===== config.mk =====
export PLATFORM = sky130hd
export DESIGN_NAME = gf16_inverse_seq
export DESIGN_NICKNAME = d
export VERILOG_FILES = /design/src/rtl/gf16_inverse_seq.sv
export SDC_FILE = /design/constraint.sdc
export NUM_CORES = 1
export LEC_CHECK = 0
export CORE_MARGIN = 2
export CORE_UTILIZATION = 25
export CTS_BUF_LIST = sky130_fd_sc_hd__clkbuf_4 sky130_fd_sc_hd__clkbuf_8
export CTS_CLUSTER_SIZE = 28
export DETAILED_ROUTE_END_ITERATION = 12
export GPL_TIMING_DRIVEN = 0
export PLACE_DENSITY_LB_ADDON = 0.12
export SLEW_MARGIN = 10
export SYNTH_ARGS = -nofsm -noshare
export SYNTH_HDL_FRONTEND = slang
export SYNTH_SLANG_ARGS = --single-unit

===== constraint.sdc =====
create_clock -name clk -period 3.4 [get_ports clk]
set_clock_uncertainty 0.15 [all_clocks]
set_input_delay 1.02 -clock clk [delete_from_list [all_inputs] [get_ports clk]]
set_output_delay 1.02 -clock clk [all_outputs]
set_load 0.02 [all_outputs]

===== src/rtl/gf16_inverse_seq.sv =====
// rtl/gf16_inverse_seq.sv - sequential GF(2^4) inverter computing a^14 by square-and-multiply
module gf16_inverse_seq #(
  parameter logic [3:0] POLY = 4'b0011
) (
  input  logic       clk,
  input  logic       rst,
  input  logic       in_valid,
  output logic       in_ready,
  input  logic [3:0] in_data,
  output logic       out_valid,
  input  logic       out_ready,
  output logic [3:0] out_data,
  output logic       busy
);

  typedef enum logic [2:0] {IDLE, C1, C2, C3, OUT} state_t;

  state_t     state, state_next;
  logic [3:0] a_q, sq, acc;
  logic [3:0] sq_a, sq_sq, acc_mul;

  function automatic logic [3:0] gf_mul(input logic [3:0] x, input logic [3:0] y);
    logic [3:0] p;
    logic [3:0] t;
    p = 4'h0;
    t = x;
    for (int i = 0; i < 4; i++) begin
      if (y[i]) p = p ^ t;
      t = t[3] ? ({t[2:0], 1'b0} ^ POLY) : {t[2:0], 1'b0};
    end
    return p;
  endfunction

  function automatic logic [3:0] gf_sq(input logic [3:0] x);
    return gf_mul(x, x);
  endfunction

  assign sq_a    = gf_sq(a_q);
  assign sq_sq   = gf_sq(sq);
  assign acc_mul = gf_mul(acc, sq_sq);

  always_ff @(posedge clk) begin
    if (rst) state <= IDLE;
    else     state <= state_next;
  end

  always_comb begin
    state_next = state;
    case (state)
      IDLE:    if (in_valid) state_next = C1;
      C1:      state_next = C2;
      C2:      state_next = C3;
      C3:      state_next = OUT;
      OUT:     if (out_ready) state_next = IDLE;
      default: state_next = IDLE;
    endcase
  end

  // sq walks a^2, a^4, a^8 while acc folds in each power: a^2 * a^4 * a^8 = a^14
  always_ff @(posedge clk) begin
    if (rst) begin
      a_q <= 4'h0;
      sq  <= 4'h0;
      acc <= 4'h0;
    end else begin
      case (state)
        IDLE: if (in_valid) a_q <= in_data;
        C1: begin
          sq  <= sq_a;
          acc <= sq_a;
        end
        C2, C3: begin
          sq  <= sq_sq;
          acc <= acc_mul;
        end
        default: ;
      endcase
    end
  end

  assign in_ready  = (state == IDLE);
  assign out_valid = (state == OUT);
  assign busy      = (state == C1) || (state == C2) || (state == C3);
  assign out_data  = out_valid ? acc : 4'h0;

endmodule


; After elaboration in Yosys (flattened, before gate mapping)
; Cells that the tools add are included.
[op_classes]
mux = 27
n_reduce_logical = 7
n_eq_ne = 6
bitwise_logic = 18
[ops]
columns = op, n
row1 = $mux 4, 13
row2 = $xor 4x4->4, 9
row3 = $mux 2, 9
row4 = $not 2->2, 9
row5 = $pmux 4 s2, 2
row6 = $pmux 3 s5, 1
row7 = $eq 3x2->1 const B, 2
row8 = $mux 3, 2
row9 = $reduce_and 2->1, 2
row10 = $eq 3x1->1 const B, 1
row11 = $eq 3x3->1 const B, 1
row12 = $logic_not 3->1, 1
row13 = $logic_or 1x1->1, 2
row14 = $ne 2x1->1 const B, 1
row15 = $ne 2x2->1 const B, 1
row16 = $reduce_bool 2->1, 1
row17 = $reduce_or 2->1, 1
[totals]
elab_cells = 62
output_inout_bits = 7
inputBits = 8
register_bits = 15

; Logic depth before layout (Yosys ltp)
[depth]
ltp_word = 16
depth_mapped = 9
ltp_nobuf = 9

; Worst setup path before layout
; OpenSTA, ideal clock, no wires.
[synth_timing]
kind = register to register
startpoint = register sq[3]
endpoint = register acc[1]
setup_time_ps = 79
path_slack_ps = 1162
path_buffers = 0
path_stages_with_launch = 10
synth_period_minus_slack_ps = 2238
t_arrival_ps = 2009
t_required_ps = 3171
path_cell_list = dfxtp_1 inv_1 ha_1 nor2b_4 xnor2_4 xnor2_4 mux2_1 o311ai_2 xnor2_1 a211oi_2
[synth_via]
elab_chain_len = 15
elab_cells_between_ends = 18
cone_classes = 11 x mux / 7 x bitwise
[synth_rtl]
columns = item, line_no
row1 = "start, declared", 19  ; logic [3:0] a_q, sq, acc;
row2 = "start signal, assigned", 69  ; sq <= sq_a;
row3 = "start signal, assigned", 73  ; sq <= sq_sq;
row4 = $mux 2, 29  ; t = t[3] ? ({t[2:0], 1'b0} ^ POLY) : {t[2:0], 1'b0};
row5 = $xor 4x4->4, 28  ; if (y[i]) p = p ^ t;
row6 = $mux 4, 28
row7 = $xor 4x4->4, 28
row8 = $mux 4, 28
row9 = $xor 4x4->4, 28
row10 = $mux 4 *, 28
row11 = $mux 4, 28
row12 = $xor 4x4->4, 28
row13 = $mux 4, 28
row14 = $xor 4x4->4, 28
row15 = $mux 4, 28
row16 = $xor 4x4->4, 28
row17 = $mux 4 *, 28
row18 = $pmux 4 s2 *, 66  ; case (state)
row19 = "end signal, assigned", 70  ; acc <= sq_a;
row20 = "end signal, assigned", 74  ; acc <= acc_mul;
row21 = "end, declared", 19
; Mark *: on every way between the ends. The rest lies on a longest branch, timed or not.
; A chain may end at the register's enable or synchronous reset.

; Worst setup path after layout
[layout_timing]
startpoint = register state[0]
endpoint = output port busy
[layout_via]
elab_chain_len = 3
elab_cells_between_ends = 5
cone_classes = 3 x eq/ne / 2 x reduce/logical
[layout_rtl]
columns = item, line_no
row1 = "start, declared", 18  ; state_t state, state_next;
row2 = "start signal, assigned", 44  ; else state <= state_next;
row3 = $eq 3x1->1 / $eq 3x2->1 (equally long branches), 83  ; assign busy = (state == C1) || (state == C2) || (state == C3);
row4 = $logic_or 1x1->1, 83
row5 = $logic_or 1x1->1 *, 83
row6 = "end, declared", 13  ; output logic busy
; Marks and branches as above.

==> impl_metrics.ini <==
[timing]
slew_violations = 0
fin_crit_ns = 3.00
clock.fmax_mhz = 333
setup_violations = 0
rsz0062_at_grt = false
slew_headroom = 0.581
fin_crit_sh = 0.883
fin_setup_tns_ns = 0
hold_viol = 0
holdWs_ns = 0.371
tightest_slew_ns = 0.624

[grt]
grt_max_degree = 11
antenna_found_initial = 0
track_usage = 0.119
grt_pass1_wl_um = 5060
grt_pass1_vias = 1068
grt-ovfl-total = 0

[synthesis]
synthXorXnorAreaFrac = 0.207
syn_avg_cell_area_um2 = 8.17
synth_compound_area_frac = 0.145
synth_fa_ha_area_frac = 0.0596
synth_top_family_by_area = simple AND/OR/NAND/NOR gates
async_reset_ff_frac = 0
ys.flop_type = dfxtp_1
synth_warnings = 0
synth-simple-area-share = 0.257
synth_most_common_cell = nor2_1
synth_mux_area_frac = 0.0417
ys_top_cells_by_count = 16 x nor2_1, 15 x dfxtp_1, 15 x nand2_1
synth.largest_area_cell = dfxtp_1
ys_seq_area_frac = 0.239
syn_area_mm2 = 0.00126
netlist.area_leader.share = 0.239
syn-instance-count = 154
ys_types = 42
synth_edf_count = 0
synth-seq-cells = 15
synthesis.nets = 168
synth_area_leaders = dfxtp_1 24%, xnor2_1 9.0%, ha_1 6.0%, nor2_1 4.8%, nand2_1 4.5%

[setup_path]
critPathRequiredTime_ns = 2.23
crit_type = reg -> out
startpoint = state[0]$_SDFFE_PP0P_
cp_data_arrival_time_ns = 1.83
cp-start-kind = flop
path_max_fanout = 10
r2r_start = sq[3]$_SDFFE_PP0P_
end_kind = output port

[routing]
drc = 0
wire_per_inst_um = 12.5
vias_per_cell = 4.50
drt_iter0_drc = 41
routed-via-count = 1072
finalWirelength_um = 2980
ant_nets = 0
dr.pass1.iters = 4

[clock_tree]
h-tree-depth = 1
insertion_delay_ns = 0.25
ctsHoldBuffers = 0
cts_buffers = 3
root_buffer = clkbuf_8
postCtsSetupRepairBufs = 0
cts_tree = yes
cts.sinks = 15
clk_pin_slew_ns = 0.07
cts.repair.resized = 0
cts.path.max_buffers = 2

[placement]
place_area_mm2 = 0.00147
place_hpwl_um = 2290
portBuffers = 13
gp_congestion = 0.776

[cells_and_area]
nets = 186
area.growth.synth_to_final_pct = 20.9
fin_area_mm2 = 0.00152
drive_above_1_share = 0.117
diodes = 0

[power]
finalPower_w = 0.000662
p_leak_nw = 0.552
vdd_drop_max_mv = 0.263
powerDensity_mw_per_mm2 = 435

[floorplanning]
boundaryPins = 15
dieWidth_um = 75.0
start_util = 0.263
core_area_mm2 = 0.00479
fp.dieH_um = 75.0
rows = 25
dieArea_mm2 = 0.00562

[flow_run]
cap_violations = 0

[worst_hold_path]
hold_class = reg -> reg
worstHoldStart = sq[0]$_SDFFE_PP0P_

[run_status]
outcome = finished, final reports clean
## worst max-delay path, stage by stage (launching register included)
cell and delay, ns:
dfxtp_1 0.43, nor2_2 0.10, or2_1 0.23, buf_6 0.15, inv_6 0.08, clkdlybuf4s50_1 0.60
## final cells by class
type                            count  area, µm²
Buffer                              9       43.8
Tap cell                           67       83.8
Fill cell                         524       3260
Inverter                            4       20.0
Timing Repair Buffer               13        130
Clock buffer                        3       41.3
Sequential cell                    15        300
Multi-Input combinational cell    126        895
Clock inverter                      1       7.51
## path summary, 6_finish.rpt
| path | end | slack, ns | cells past startpoint |
|---|---|---|---|
| hold reg to reg | sq[0]$_SDFFE_PP0P_ | 0.37 | 2 |
| setup reg to reg | acc[2]$_SDFFE_PP0P_ | 0.79 | 8 |
| hold / removal | sq[0]$_SDFFE_PP0P_ | 0.37 | 2 |
| setup / recovery | busy | 0.40 | 5 |
## metrics by stage
stage               utilization  setup WS, ns  cells
CTS                       0.318         0.391    238
detailed placement        0.308         0.681    234
global placement          0.308         0.685    234
finish                    0.318         0.397    238
global route              0.318         0.287    238
floorplan                     -          1.16    154
## sequential cells by signal (all words and copies together), names as in the netlist
| signal | cells |
|---|---|
| acc | 4 |
| a_q | 4 |
| sq | 4 |
| state | 3 |
## cell families after synthesis
group                    Yosys count
AND/OR/NAND/NOR                   64
flip-flops                        15
adder cells (fa/ha/maj)            6
XOR/XNOR                          23
buffers and inverters             13
AO/OA/AOI/OAI                     28
multiplexers                       5
## layout by cell type (no fill, tap or decap), types with 4 or more instances in the layout
| cell type | synthesis | routed |
|---|---|---|
| nor2_1 | 16 | 16 |
| nand2_1 | 15 | 15 |
| dfxtp_1 | 15 | 15 |
| xnor2_1 | 13 | 13 |
| clkdlybuf4s50_1 | 0 | 13 |
| a21oi_1 | 9 | 9 |
| nor3_1 | 8 | 8 |
| o21ai_0 | 8 | 8 |
| clkbuf_1 | 6 | 6 |
| xor2_1 | 6 | 6 |
| ha_1 | 6 | 6 |
| and3_1 | 4 | 4 |
## per-layer routing
metal | vias up | share of wire | GRT usage
li1 | 556 | - | -
met1 | 494 | 0.49 | 0.169
met2 | 14 | 0.45 | 0.171
met3 | 8 | 0.025 | 0.0281
met4 | 0 | 0.037 | 0.0536
met5 | - | 0 | 0
## power breakdown
part	total, W	switching [W]	internal, W
sequential	0.000219	0.0000231	0.000196
combinational	0.000288	0.000164	0.000124
clock	0.000155	0.0000727	0.0000825
(Power assumes the default switching activity.)
